`config.mk`:
```
export PLATFORM = sky130hd
export DESIGN_NAME = ctrl_burst_act
export DESIGN_NICKNAME = d
export VERILOG_FILES = /design/src/rtl/ctrl_burst_act.sv
export SDC_FILE = /design/constraint.sdc
export NUM_CORES = 1
export LEC_CHECK = 0
export CAP_MARGIN = 20
export CORE_ASPECT_RATIO = 1.2
export CORE_MARGIN = 2
export CORE_UTILIZATION = 40
export DETAILED_ROUTE_END_ITERATION = 7
export PLACE_DENSITY_LB_ADDON = 0.2
export SLEW_MARGIN = 0
export SYNTH_ARGS = -nofsm -noshare
export SYNTH_HDL_FRONTEND = slang
export SYNTH_SLANG_ARGS = --single-unit
```
`constraint.sdc`:
```
create_clock -name CK_t -period 12.1 [get_ports CK_t]
set_clock_uncertainty 0.15 [all_clocks]
set_input_delay 1.815 -clock CK_t [delete_from_list [all_inputs] [get_ports CK_t]]
set_output_delay 1.815 -clock CK_t [all_outputs]
set_load 0.05 [all_outputs]
```
`src/rtl/ctrl_burst_act.sv`:
```
// ---------------------------------------------------------------------------
// ddr_pkg     : request encoding shared by the command-path stages.
// ctrl_burst_act : activate stage of the DDR4 command path.
//
// Accepts one decoded request at a time and checks the bank's open row.
//   - row hit                 -> no_act_rdy strobe
//   - bank closed             -> act_rdy strobe once tRRD (and tFAW) allow
//   - row conflict            -> pre_rdy strobe, wait tRP, then act_rdy
// RDA_R / WRA_R close the bank after their hit or activate.
//
// Ports
//   CK_t, reset          clock (rising edge), async active-high reset
//   req_valid/req_rdy    request handshake
//   req_rw/bank/row      request fields (ddr_pkg encoding)
//   pre_rdy              one-cycle PRECHARGE strobe for cmd_bank
//   act_rdy              one-cycle ACTIVATE strobe (CAS stage applies tRCD)
//   no_act_rdy           one-cycle row-hit strobe
//   act_rw/cmd_bank/cmd_row  latched request, held until next transfer
//
// Build option: define ACT_TFAW_EN to add the four-activate-window gate.
// ---------------------------------------------------------------------------
package ddr_pkg;
  typedef enum logic [2:0] {
    NOP_R = 3'd0,
    RD_R  = 3'd1,
    RDA_R = 3'd2,
    WR_R  = 3'd3,
    WRA_R = 3'd4
  } req_rw_e;
endpackage

module ctrl_burst_act #(
  parameter int unsigned BANKS = 16,
  parameter int unsigned ROW_W = 17,
  parameter int unsigned tRP   = 11,
  parameter int unsigned tRRD  = 4,
  parameter int unsigned tFAW  = 20
) (
  input  logic                     CK_t,
  input  logic                     reset,
  input  logic                     req_valid,
  output logic                     req_rdy,
  input  logic [2:0]               req_rw,
  input  logic [$clog2(BANKS)-1:0] req_bank,
  input  logic [ROW_W-1:0]         req_row,
  output logic                     pre_rdy,
  output logic                     act_rdy,
  output logic                     no_act_rdy,
  output logic [2:0]               act_rw,
  output logic [$clog2(BANKS)-1:0] cmd_bank,
  output logic [ROW_W-1:0]         cmd_row
);
  import ddr_pkg::*;

  localparam int unsigned BW = $clog2(BANKS);

  // tRP countdown is loaded in the PRECHARGE cycle; reaching zero in the
  // last wait cycle puts the ACTIVATE exactly tRP cycles after PRECHARGE.
  localparam int unsigned     TRP_W    = $clog2(tRP + 1);
  localparam logic [TRP_W-1:0] TRP_LOAD = TRP_W'(tRP - 2);

  // Cycles since the last ACTIVATE, saturating. The gate is evaluated one
  // cycle before the ACTIVATE state, hence the -1.
  localparam int unsigned      RRD_W    = $clog2(tRRD + 1);
  localparam logic [RRD_W-1:0] RRD_SAT  = RRD_W'(tRRD);
  localparam logic [RRD_W-1:0] RRD_GATE = RRD_W'(tRRD - 1);

  typedef enum logic [2:0] {
    ACT_IDLE,
    ACT_DECIDE,
    ACT_PRE,
    ACT_PRE_WAIT,
    ACT_WAIT,
    ACT_CMD,
    ACT_HIT
  } act_state_e;

  act_state_e state_q, state_d;

  logic [2:0]             rw_q, rw_d;
  logic [BW-1:0]          bank_q, bank_d;
  logic [ROW_W-1:0]       row_q, row_d;

  logic [BANKS-1:0]              valid_q, valid_d;
  logic [BANKS-1:0][ROW_W-1:0]   row_tbl_q, row_tbl_d;

  logic [TRP_W-1:0]       trp_q, trp_d;
  logic [RRD_W-1:0]       rrd_q, rrd_d;

  logic is_req, is_auto, rrd_ok, faw_ok, act_ok;

  assign is_req  = rw_q inside {RD_R, RDA_R, WR_R, WRA_R};
  assign is_auto = rw_q inside {RDA_R, WRA_R};
  assign rrd_ok  = rrd_q >= RRD_GATE;

`ifdef ACT_TFAW_EN
  localparam int unsigned      FAW_W    = $clog2(tFAW + 1);
  localparam logic [FAW_W-1:0] FAW_SAT  = FAW_W'(tFAW);
  localparam logic [FAW_W-1:0] FAW_GATE = FAW_W'(tFAW - 1);

  // Ages (cycles since) of the last four ACTIVATEs; [0] newest, [3] oldest.
  logic [3:0][FAW_W-1:0] faw_age_q, faw_age_d, faw_inc;

  always_comb begin
    faw_inc = '0;
    for (int unsigned i = 0; i < 4; i++) begin
      faw_inc[i] = (faw_age_q[i] == FAW_SAT) ? FAW_SAT : faw_age_q[i] + FAW_W'(1);
    end
    if (state_q == ACT_CMD) begin
      faw_age_d = {faw_inc[2:0], FAW_W'(1)};
    end else begin
      faw_age_d = faw_inc;
    end
  end

  always_ff @(posedge CK_t or posedge reset) begin
    if (reset) begin
      faw_age_q <= {4{FAW_SAT}};
    end else begin
      faw_age_q <= faw_age_d;
    end
  end

  assign faw_ok = faw_age_q[3] >= FAW_GATE;
`else
  localparam int unsigned tfaw_unused = tFAW;
  assign faw_ok = 1'b1;
`endif

  assign act_ok = rrd_ok && faw_ok;

  // Strobes decode directly from state; req_rdy is masked by reset so it
  // stays low for the whole reset pulse.
  assign req_rdy    = (state_q == ACT_IDLE) && !reset;
  assign pre_rdy    = (state_q == ACT_PRE);
  assign act_rdy    = (state_q == ACT_CMD);
  assign no_act_rdy = (state_q == ACT_HIT);
  assign act_rw     = rw_q;
  assign cmd_bank   = bank_q;
  assign cmd_row    = row_q;

  always_comb begin
    state_d   = state_q;
    rw_d      = rw_q;
    bank_d    = bank_q;
    row_d     = row_q;
    valid_d   = valid_q;
    row_tbl_d = row_tbl_q;
    trp_d     = (trp_q == '0) ? '0 : trp_q - TRP_W'(1);
    rrd_d     = (rrd_q == RRD_SAT) ? RRD_SAT : rrd_q + RRD_W'(1);

    unique case (state_q)
      ACT_IDLE: begin
        if (req_valid && req_rdy) begin
          rw_d    = req_rw;
          bank_d  = req_bank;
          row_d   = req_row;
          state_d = ACT_DECIDE;
        end
      end
      ACT_DECIDE: begin
        if (!is_req) begin
          state_d = ACT_IDLE;
        end else if (valid_q[bank_q] && (row_tbl_q[bank_q] == row_q)) begin
          state_d = ACT_HIT;
        end else if (!valid_q[bank_q]) begin
          // Closed bank with open gates activates in the very next cycle.
          state_d = act_ok ? ACT_CMD : ACT_WAIT;
        end else begin
          state_d = ACT_PRE;
        end
      end
      ACT_PRE: begin
        valid_d[bank_q] = 1'b0;
        trp_d           = TRP_LOAD;
        state_d         = ACT_PRE_WAIT;
      end
      ACT_PRE_WAIT: begin
        if (trp_q == '0) begin
          state_d = act_ok ? ACT_CMD : ACT_WAIT;
        end
      end
      ACT_WAIT: begin
        if (act_ok) begin
          state_d = ACT_CMD;
        end
      end
      ACT_CMD: begin
        valid_d[bank_q]   = !is_auto;
        row_tbl_d[bank_q] = row_q;
        rrd_d             = RRD_W'(1);
        state_d           = ACT_IDLE;
      end
      ACT_HIT: begin
        if (is_auto) begin
          valid_d[bank_q] = 1'b0;
        end
        state_d = ACT_IDLE;
      end
      default: state_d = ACT_IDLE;
    endcase
  end

  always_ff @(posedge CK_t or posedge reset) begin
    if (reset) begin
      state_q   <= ACT_IDLE;
      rw_q      <= '0;
      bank_q    <= '0;
      row_q     <= '0;
      valid_q   <= '0;
      row_tbl_q <= '0;
      trp_q     <= '0;
      rrd_q     <= RRD_SAT;
    end else begin
      state_q   <= state_d;
      rw_q      <= rw_d;
      bank_q    <= bank_d;
      row_q     <= row_d;
      valid_q   <= valid_d;
      row_tbl_q <= row_tbl_d;
      trp_q     <= trp_d;
      rrd_q     <= rrd_d;
    end
  end

endmodule

```
Word-level counts from Yosys, hierarchy flattened
Index checks and enable logic that the tools add are counted.
- equal/unequal tests: 16
- $add $sub $neg: 2
- multiplexer cells: 24
- reductions and logical operators: 14
- magnitude comparators: 3
- bitwise gates (word level): 2
- operators with widths (operator ; count):
    272-bit bitwise mux ; 1
    17-bit binary-select mux with 4-bit select ; 1
    17-bit demux with 4-bit select ; 1
    16-bit one-hot mux with 3 select lines ; 1
    17-bit two-way mux ; 2
    3-bit two-way mux ; 8
    17-bit == test ; 1
    16-bit AND ; 1
    16-bit bitwise mux ; 1
    16-bit two-way mux ; 1
    16-bit NOT ; 1
    3-bit == test, second input constant ; 5
    3-bit one-hot mux with 5 select lines ; 1
    3-bit by 2-bit == test with 1-bit output, second input constant ; 4
    4-bit two-way mux ; 2
    3-bit by 1-bit == test with 1-bit output, second input constant ; 2
    4-bit by 5-bit < comparator with 1-bit output, second input constant ; 1
    1-bit binary-select mux with 4-bit select ; 1
    1-bit demux with 4-bit select ; 1
    4-bit by 1-bit greater-or-equal comparator with 1-bit output, second input constant ; 1
    1-bit logical AND ; 4
    4-bit logical NOT ; 1
    2-bit by 1-bit != test with 1-bit output, second input constant ; 2
    2-bit != test, second input constant ; 2
    other kinds (11) ; 15
- input bits: 27
- register bits: 322
- output and inout port bits: 28
- word-level logic and storage cells: 84

Logic depth before layout (Yosys ltp)
- depth after elaboration: 8
- mapped depth: 11
- gate-level depth less buffers: 9

Least setup slack after synthesis
Ideal clock, no wire load.
- kind: input to register
- start point: in reset
- end point: reg rw_q[0], in the netlist act_rw[0]
- arrival: 10.734 ns
- stages: 4
- buffers on the path: 1
- library setup time: 0.125 ns
- required time: 11.825 ns
- path slack: 1.091 ns
- path through: inv_1 nand3_1 clkbuf_1 mux2_2
- cells in the longest elaborated chain, start to end: 4
- RTL lines (what ; RTL line ; RTL):
    start: declaration ; 40 ; input logic reset,
    1-bit logical NOT (no source line) ; -- ;
    1-bit logical AND ; 134 ; assign req_rdy = (state_q == ACT_IDLE) && !reset;
    1-bit logical AND ; 154 ; if (req_valid && req_rdy) begin
    2-bit AND reduction (no source line) ; -- ;
    end signal: assignment ; 216 ; rw_q <= rw_d;
    end: declaration ; 80 ; logic [2:0] rw_q, rw_d;
Every way passes these cells.
A chain may end at the register's enable or synchronous reset.

Worst setup path after layout
- start point: in reset
- end point: out req_rdy
- cells in the longest elaborated chain, start to end: 2
- RTL lines (what ; RTL line ; RTL):
    1-bit logical NOT (no source line) ; -- ;
    1-bit logical AND ; 134 ;
    end: declaration ; 42 ; output logic req_rdy,
Every way passes these cells.

==> impl_metrics.env <==
export IMPL_min_delay_worst_endpoint="row_tbl_q[48]"
export IMPL_cts_sinks=322
export IMPL_dieHeight_um=217.3
export IMPL_worst_pin_slew_ns=1.039
export IMPL_synth_compound_area_share_pct=5.328
export IMPL_wl_mm=37.55
export IMPL_finalSetupViolations=0
export IMPL_synthToLayoutAreaGrowth_pct=13.25
export IMPL_synth_top_flop_cell="dfrtp_1"
export IMPL_cp_slowest_cell="clkdlybuf4s50_1"
export IMPL_top_level_ports=55
export IMPL_synth_seq_cells=322
export IMPL_core_area_mm2=0.03757
export IMPL_netlist_area_leader_share_pct=52.95
export IMPL_slew_headroom_pct=30.66
export IMPL_synthesis_area_mm2=0.01517
export IMPL_portBuffers=54
export IMPL_critPathKind="in2out"
export IMPL_finalCritPeriodShare_pct=44.54
export IMPL_netlist_top_cells_area="dfrtp_1 (53%), mux2_2 (20%), mux4_2 (7.9%)"
export IMPL_initial_core_util_pct=40.37
export IMPL_holdCritStartpoint="row_tbl_q[48]"
export IMPL_fmax_mhz=185.6
export IMPL_hpwl_mm=22.29
export IMPL_grt_remaining_overflow=0
export IMPL_power_leakage_nw=7.917
export IMPL_crit_fanout=2
export IMPL_rows=78
export IMPL_path_buf_inv=2
export IMPL_grt_first_pass_wirelength_mm=59.07
export IMPL_final_core_util_pct=45.72
export IMPL_maxSlewViolCount=0
export IMPL_hold_path_depth=2
export IMPL_antenna_cells=0
export IMPL_cp_slowest_stage_delay_ns=0.86
export IMPL_postCtsSetupBuffers=0
export IMPL_cp_start_kind="input port"
export IMPL_worstReg2RegStart="cmd_bank[1]"
export IMPL_mappedNetlistNets=1120
export IMPL_period_needed_ns=5.389
export IMPL_status="finished clean"
export IMPL_worst_r2r_endpoint="state_q[2]"
export IMPL_synth_edff_count=0
export IMPL_powerDensity_mw_per_mm2=257.2
export IMPL_tns_ns=0
export IMPL_synth_top_family_by_area="multiplexers"
export IMPL_final_net_count=1149
export IMPL_cts_buffers=35
export IMPL_yosysWarnings=0
export IMPL_drive_above_1_share_pct=36.61
export IMPL_htree_num_levels=2
export IMPL_dieArea_mm2=0.03950
export IMPL_ir_drop_mv=0.1079
export IMPL_synth_fa_ha_area_share_pct=0.4124
export IMPL_required_ns=10.14
export IMPL_drv_cap=0
export IMPL_ys_types=61
export IMPL_routed_via_density=5.602
export IMPL_track_usage_pct=19.68
export IMPL_place_gp_congestion=0.7411
export IMPL_crit_path_end_kind="primary output"
export IMPL_synth_area_mux_share_pct=32.32
export IMPL_rr_worst_depth=7
export IMPL_antenna_found_initial=0
export IMPL_clk_path_buf_depth=3
export IMPL_fp_dieW_um=181.8
export IMPL_post_drt_wl_per_cell_um=23.19
export IMPL_root_buffer="clkbuf_16"
export IMPL_rsz0062_at_grt="no"
export IMPL_hold_path_class="reg2reg"
export IMPL_synth_simple_area_share_pct=4.149
export IMPL_synth_xor_area_share_pct=0.7506
export IMPL_vias=9070
export IMPL_tritoncts="done"
export IMPL_cts_resized=0
export IMPL_first_pass_iters=5
export IMPL_ys_seq_area_share_pct=53.13
export IMPL_yosysTopAreaCell="dfrtp_1"
export IMPL_drt_iter0_markers=577
export IMPL_arrival_ns=3.42
export IMPL_grt_max_degree=112
export IMPL_grt_pass1_vias=9494
export IMPL_clock_latency_ns=0.52
export IMPL_hold_viol=0
export IMPL_ff2ff_setup_slack_ns=7.76
export IMPL_path_cells="clkdlybuf4s50_1 -> nor4_1 -> clkdlybuf4s50_1"
export IMPL_syn_inst=1088
export IMPL_cpLargestDelayFamily="buffers and inverters"
export IMPL_drc=0
export IMPL_final_area_mm2=0.01718
export IMPL_synthArstFlopShare_pct=100.0
export IMPL_syn_avg_cell_area_um2=13.94
export IMPL_path_clk_slew_ns=0.05
export IMPL_critPathMostFrequentCell="clkdlybuf4s50_1"
export IMPL_cts_hold_buf=0
export IMPL_postPlaceCellArea_mm2=0.01607
export IMPL_ant_nets=0
registers in the layout (all words and copies together) (netlist names):
register   flops
row_tbl_q    272
rrd_q          3
act_rw         3
cmd_row       17
state_q        3
cmd_bank       4
trp_q          4
valid_q       16
cells by family (layout without fill, tap and decap cells):
| kind of cell | Yosys count | in the layout |
|---|---|---|
| simple gates | 135 | 135 |
| xor+xnor | 13 | 13 |
| flops | 322 | 322 |
| compound gates | 131 | 131 |
| buf+inv | 110 | 161 |
| fa+ha+maj | 5 | 5 |
| mux | 372 | 372 |
cell type report:
| cell class | instances | area [um^2] |
|---|---|---|
| Multi-Input combinational cell | 656 | 6581 |
| Sequential cell | 322 | 8068 |
| Fill cell | 3363 | 20390 |
| Inverter | 21 | 86.33 |
| Clock inverter | 6 | 35.03 |
| Clock buffer | 53 | 1046 |
| Tap cell | 480 | 600.6 |
| Timing Repair Buffer | 81 | 763.2 |
tightest hold or removal path, stage by stage, from the launching register on:
cell	delay [ns]
dfrtp_1	0.34
nand2_1	0.04
o21ai_0	0.06
how the worst max path moves through the flow:
| stage | startpoint | endpoint | slack (ns) | cells after the start |
|---|---|---|---|---|
| after CTS | reset | req_rdy | 6.72 | 3 |
| after detailed placement | reset | req_rdy | 6.73 | 3 |
| final | reset | req_rdy | 6.71 | 3 |
| after global routing | reset | req_rdy | 6.67 | 3 |
| after floorplan | reset | act_rw[0] | 1.09 | 4 |
| after global placement | reset | req_rdy | 6.75 | 3 |
metal layers:
layer | vias to the layer above | part of all wire (%) | global-route usage [%]
met3 | 58 | 3.6 | 2.945
met5 | - | 0 | 0
met2 | 152 | 48 | 31.95
met1 | 4827 | 47 | 27.72
met4 | 0 | 2.2 | 5.339
li1 | 4033 | - | -
stage by stage:
step / total power, mW / setup slack (ns) / hold slack, ns / instances
after floorplan: 2.963 / 1.091 / 0.2916 / 1088
after global routing: 4.682 / 6.668 / 0.3528 / 1619
after global placement: 3.399 / 6.753 / 0.3055 / 1559
after detailed placement: 3.433 / 6.731 / 0.3127 / 1559
final: 4.418 / 6.711 / 0.3249 / 1619
after CTS: 4.467 / 6.718 / 0.3263 / 1618
where the power goes:
group          total (mW)  internal, mW  switching [mW]
sequential           1.79          1.44           0.351
combinational        1.61         0.760           0.854
clock                1.02         0.595           0.423
total                4.42          2.79            1.63
synthesized netlist by cell type (all sizes together) (2+ instances only):
master and n:
nor3 8, ha 5, nand2b 4, nor4 3, mux2 269, nor2 36, dfrtp 321, clkdlybuf4s25 3
a221oi 5, a211o 2, and2 4, o21ai 69, o2bb2ai 2, nor2b 3, o32ai 2, o22ai 2
or2 3, inv 21, nand2 52, o211ai 3, xor2 3, mux4 64, nand3b 2, a21oi 13
or3 5, mux2i 39, a22oi 7, a211oi 5, o31ai 11, xnor2 10, clkbuf 44, nand3 7
buf 42, or2b 2
layout by cell type (no fill, tap or decap), drive strengths merged, types with 4 or more instances in the layout:
master         count
a22oi              7
nand3              7
a211oi             5
nor2              36
buf               27
mux2             269
nand2             52
nand2b             4
ha                 5
a221oi             5
o21ai             69
mux4              64
inv               21
nor3               8
and2               4
dfrtp            321
clkinv             4
clkdlybuf4s50     54
clkbuf            53
o31ai             11
a21oi             13
xnor2             10
or3                5
mux2i             39
Note: power is estimated with default switching activity, not from simulation.
